## config.mk

```make
export PLATFORM = sky130hd
export DESIGN_NAME = serial_add16_ctrl
export DESIGN_NICKNAME = d
export VERILOG_FILES = /design/src/rtl/serial_add_pkg.sv /design/src/rtl/add4_slice.sv /design/src/rtl/serial_add16_ctrl.sv
export SDC_FILE = /design/constraint.sdc
export NUM_CORES = 1
export LEC_CHECK = 0
export CORE_AREA = 8 8 84 115
export DETAILED_ROUTE_END_ITERATION = 16
export DIE_AREA = 0 0 92 123
export PLACE_DENSITY_LB_ADDON = 0.12
export SLEW_MARGIN = 20
export SYNTH_ARGS = -nofsm -noshare
export SYNTH_HDL_FRONTEND = slang
export SYNTH_HIERARCHICAL = 1
export SYNTH_SLANG_ARGS = --single-unit
```

## constraint.sdc

```tcl
create_clock -name clk -period 2.9 [get_ports clk]
set_input_delay 0.29 -clock clk [delete_from_list [all_inputs] [get_ports clk]]
set_output_delay 0.29 -clock clk [all_outputs]
set_load 0.005 [all_outputs]
```

## src/rtl/serial_add_pkg.sv

```systemverilog
// serial_add_pkg: shared FSM state encoding and slice width for the nibble-serial adder
package serial_add_pkg;
  localparam int SLICE_W = 4;
  typedef enum logic [1:0] {IDLE, RUN, DONE} state_t;
endpackage

```

## src/rtl/add4_slice.sv

```systemverilog
// add4_slice: combinational 4-bit adder slice
// ports: a, b (4-bit addends), cin (carry-in) -> sum (4-bit), cout (carry-out)
module add4_slice
  import serial_add_pkg::*;
(
  input  logic [SLICE_W-1:0] a,
  input  logic [SLICE_W-1:0] b,
  input  logic               cin,
  output logic [SLICE_W-1:0] sum,
  output logic               cout
);
  assign {cout, sum} = a + b + {{SLICE_W{1'b0}}, cin};
endmodule

```

## src/rtl/serial_add16_ctrl.sv

```systemverilog
// serial_add16_ctrl: valid/ready adder computing {carry,sum} = a + b + cin one 4-bit slice per cycle
// ports: clk, rst_n (async active-low); in_valid/in_ready + a, b, cin (request);
//        out_valid/out_ready + sum, carry (result); busy (RUN or DONE);
//        ovf (signed overflow) only when SERIAL_ADD_OVF_EN is defined
module serial_add16_ctrl
  import serial_add_pkg::*;
#(
  parameter int NIBBLES = 4
) (
  input  logic                   clk,
  input  logic                   rst_n,
  input  logic                   in_valid,
  output logic                   in_ready,
  input  logic [4*NIBBLES-1:0]   a,
  input  logic [4*NIBBLES-1:0]   b,
  input  logic                   cin,
  output logic                   out_valid,
  input  logic                   out_ready,
  output logic [4*NIBBLES-1:0]   sum,
  output logic                   carry,
  output logic                   busy
`ifdef SERIAL_ADD_OVF_EN
  ,
  output logic                   ovf
`endif
);
  localparam int W  = SLICE_W * NIBBLES;
  localparam int IW = NIBBLES > 1 ? $clog2(NIBBLES) : 1;
  state_t               state, state_n;
  logic   [IW-1:0]      idx;
  logic   [W-1:0]       a_q, b_q;
  logic   [SLICE_W-1:0] sa, sb, ss;
  logic                 sc, last, accept;
  assign in_ready  = state == IDLE;
  assign out_valid = state == DONE;
  assign busy      = state != IDLE;
  assign accept    = in_valid && in_ready;
  assign last      = idx == IW'(NIBBLES - 1);
  assign sa        = a_q[idx*SLICE_W +: SLICE_W];
  assign sb        = b_q[idx*SLICE_W +: SLICE_W];
  add4_slice u_slice (.a(sa), .b(sb), .cin(carry), .sum(ss), .cout(sc));
  always_ff @(posedge clk or negedge rst_n)
    if (!rst_n) state <= IDLE;
    else        state <= state_n;
  always_comb begin
    state_n = state;
    state_n = state == IDLE ? (in_valid ? RUN : IDLE) :
              state == RUN  ? (last ? DONE : RUN) :
                              (out_ready ? IDLE : DONE);
  end
  // The carry register doubles as the latched carry-in: it seeds slice 0 and then chains slices.
  always_ff @(posedge clk or negedge rst_n)
    if (!rst_n) begin
      a_q   <= '0;
      b_q   <= '0;
      idx   <= '0;
      sum   <= '0;
      carry <= 1'b0;
    end else if (accept) begin
      a_q   <= a;
      b_q   <= b;
      idx   <= '0;
      carry <= cin;
    end else if (state == RUN) begin
      sum[idx*SLICE_W +: SLICE_W] <= ss;
      carry <= sc;
      idx   <= idx + IW'(1);
    end
`ifdef SERIAL_ADD_OVF_EN
  // Carry into the MSB is recovered from the top slice's MSB bits: a^b^s.
  always_ff @(posedge clk or negedge rst_n)
    if (!rst_n)                   ovf <= 1'b0;
    else if (state == RUN && last) ovf <= sa[SLICE_W-1] ^ sb[SLICE_W-1] ^ ss[SLICE_W-1] ^ sc;
`endif
endmodule

```

==> results_dict.tcl <==
set metrics [dict create \
    status "complete, no violations" \
    ant_nets 0 \
    ys_seq_elements 53 \
    arrival_ps 2620 \
    synth_edf_count 0 \
    synth_area_mm2 0.00268 \
    clock_sinks 53 \
    cts_tree "done" \
    grt_usage 0.105 \
    critPathKind "flop to flop" \
    antenna_found_initial 0 \
    design.core.area_mm2 0.00800 \
    clockBufferDepth 2 \
    synth_nets 239 \
    drt_wl_total_um 5520 \
    areaGrowthSynthToFinish_pct 28.2 \
    critPathMaxFanout 4 \
    final_hold_viol_count 0 \
    worstPathRequired_ps 3100 \
    hold_path.class "input pin to async pin" \
    critPathLaunch "idx[0]$_DFFE_PN0P_" \
    fillers 796 \
    slowest_delay_ps 550 \
    crit_slowest_cell "mux4_2" \
    final_nets 298 \
    drtPass1Iterations 4 \
    root_buffer "clkbuf_16" \
    clkLatencyLatePin_ps 290 \
    worstRegToRegCells 7 \
    synth_ff_type "dfrtp_1" \
    antennaDiodeCount 0 \
    avgSynthCellArea_um2 14.0 \
    viasPerCell 4.58 \
    vias 1623 \
    die_h_um 123 \
    async_flop_share 1.00 \
    ys_warn_count 6 \
    worst_slew_pin_slew_ps 718 \
    die_w_um 92 \
    cts_setup_buffers 0 \
    drc 0 \
    power.leakage_uw 0.00146 \
    powerDensity_mw_per_mm2 1200 \
    grt_overflow 0 \
    port_buffers 56 \
    setup_tns_ps 0 \
    ys_seq_area_frac 0.494 \
    worstPathCellList "mux4_2, fa_1, inv_1, fa_1, inv_1, nand2_1, o21ai_0" \
    num_rows 39 \
    pre_cts_ws_ps 428 \
    drv_cap 0 \
    endpoint "sum[1]$_DFFE_PN0P_" \
    drive_above_1_share 0.226 \
    fmax_mhz 413 \
    die_area_mm2 0.0113 \
    ctsResizeCount 0 \
    grt_pass1_wl_um 9600 \
    slew_violations 0 \
    grt_max_degree 33 \
    fin_ws_ps 480 \
    gp_congestion 0.736 \
    clk_pin_slew_ps 70 \
    cts_hold_buf 0 \
    finalCriticalPeriod_ps 2420 \
    min_period_over_period 0.834 \
    postSynthCellCount 192 \
    clock_skew_ps 6.16 \
    startpoint_type "flop" \
    relSlewSlack 0.515 \
    r2r_setup_slack_ps 480 \
    endpoint_kind "flop" \
    ir_drop_mv 0.435 \
    finalSetupViolCount 0 \
    rsz0062_at_grt "no" \
    ios 57 \
    cts_max_level 2 \
    initial_utilization 0.335 \
    cts_buffers 5 \
    yosysUniqueCellTypes 33 \
    initialDrtViolationCount 91 \
    worst_r2r_endpoint "sum[1]$_DFFE_PN0P_" \
    dpl.hpwl_um 4340 \
    wl_per_cell_um 15.6 \
    timing.rr.start "idx[0]$_DFFE_PN0P_" \
    first_global_vias 1838 \
]
worst max-delay path, delay by kind of cell (launching register included):
| family | cells | cell delay, ps |
|---|---|---|
| adder cells (fa/ha/maj) | 2 | 870 |
| buffers and inverters | 2 | 240 |
| multiplexers | 1 | 550 |
| AO/OA/AOI/OAI | 1 | 160 |
| flip-flops | 1 | 430 |
| AND/OR/NAND/NOR | 1 | 80 |
worst min-delay path by stage:
stage / startpoint / endpoint / slack, ps
floorplan: rst_n / a_q[0]$_DFFE_PN0P_ / -6
global placement: rst_n / state[0]$_DFF_PN0_ / 360
detailed placement: rst_n / state[1]$_DFF_PN0_ / 340
CTS: rst_n / b_q[4]$_DFFE_PN0P_ / 30
global route: rst_n / b_q[4]$_DFFE_PN0P_ / 60
finish: rst_n / b_q[4]$_DFFE_PN0P_ / 9
cell usage in the layout (no fill, tap or decap):
| cell type | synthesis | layout |
|---|---|---|
| ha_1 | 8 | 8 |
| nor4b_1 | 2 | 2 |
| buf_2 | 0 | 1 |
| inv_1 | 9 | 9 |
| a22o_1 | 5 | 5 |
| nand2_1 | 26 | 26 |
| clkbuf_1 | 1 | 1 |
| xnor2_1 | 2 | 2 |
| a21oi_2 | 1 | 1 |
| clkinvlp_4 | 0 | 2 |
| mux2_2 | 2 | 2 |
| clkbuf_16 | 0 | 5 |
| mux2_4 | 30 | 30 |
| a21o_1 | 1 | 1 |
| and2b_1 | 1 | 1 |
| mux4_2 | 8 | 8 |
| nor3b_1 | 1 | 1 |
| nor2_1 | 3 | 3 |
| nor2b_1 | 1 | 1 |
| fa_1 | 2 | 2 |
| clkdlybuf4s50_1 | 0 | 55 |
| and4bb_2 | 1 | 1 |
| and2_4 | 1 | 1 |
| mux2i_1 | 1 | 1 |
| o21bai_1 | 1 | 1 |
| nor3_1 | 1 | 1 |
| o21ai_0 | 15 | 15 |
| or3b_1 | 1 | 1 |
| dfrtp_1 | 53 | 53 |
| buf_4 | 2 | 4 |
| nand2b_1 | 2 | 2 |
| nand3b_1 | 3 | 3 |
| nor2_4 | 1 | 1 |
| o32ai_1 | 1 | 1 |
| nor4_4 | 1 | 1 |
Yosys cell counts (all sizes together), types with 2 or more instances:
library cell | n | share of area
nor4b | 2 | 0.0065
nand2 | 26 | 0.036
ha | 8 | 0.037
mux2 | 32 | 0.18
mux4 | 8 | 0.067
dfrtp | 53 | 0.49
buf | 7 | 0.036
xnor2 | 2 | 0.0065
nor2 | 4 | 0.0084
a22o | 5 | 0.016
o21ai | 15 | 0.028
nand3b | 3 | 0.0084
fa | 2 | 0.015
nand2b | 2 | 0.0047
inv | 9 | 0.013
kinds of logic (layout without fill, tap and decap cells):
| kind of cell | Yosys count | count (layout) | synth area share |
|---|---|---|---|
| buffers and inverters | 17 | 77 | 0.0503 |
| AND/OR/NAND/NOR | 45 | 45 | 0.0932 |
| adder cells (fa/ha/maj) | 10 | 10 | 0.0522 |
| XOR/XNOR | 2 | 2 | 0.00653 |
| multiplexers | 41 | 41 | 0.247 |
| AO/OA/AOI/OAI | 24 | 24 | 0.0564 |
| flip-flops | 53 | 53 | 0.494 |
area by class of cell:
| type | instances | area (um^2) | area share |
|---|---|---|---|
| well taps | 102 | 128 | 0.0371 |
| repair buffers | 60 | 586 | 0.170 |
| clock inverters | 2 | 15.0 | 0.00437 |
| clock buffers | 6 | 129 | 0.0375 |
| multi-input cells | 122 | 1220 | 0.355 |
| inverters | 9 | 33.8 | 0.00982 |
| flip-flops and latches | 53 | 1330 | 0.386 |
registers in the layout, summed over array words and instances (netlist names):
| name | flops |
|---|---|
| state | 2 |
| idx | 2 |
| a_q | 16 |
| sum | 16 |
| b_q | 16 |
| carry | 1 |
metrics by stage:
stage | cell area, um^2 | std cells | power [uW] | hold WS, ps | utilization
after detailed placement | 3300 | 346 | 3600 | 341 | 0.412
after global routing | 3440 | 354 | 4480 | 56.7 | 0.430
after global placement | 3300 | 346 | 3590 | 355 | 0.412
after CTS | 3440 | 354 | 4200 | 30.6 | 0.430
after floorplan | 2680 | 192 | 2950 | -5.59 | -
final | 3440 | 354 | 4120 | 9.03 | 0.430
layer usage:
layer	global-route usage	part of all wire
met4	0.0283	0.0034
met1	0.125	0.44
met5	0	0
met3	0.0273	0.036
met2	0.182	0.52
report_power, final:
group | internal, uW | switching [uW]
Combinational | 1210 | 984
Sequential | 1080 | 254
Clock | 321 | 264
(Power assumes the default switching activity.)
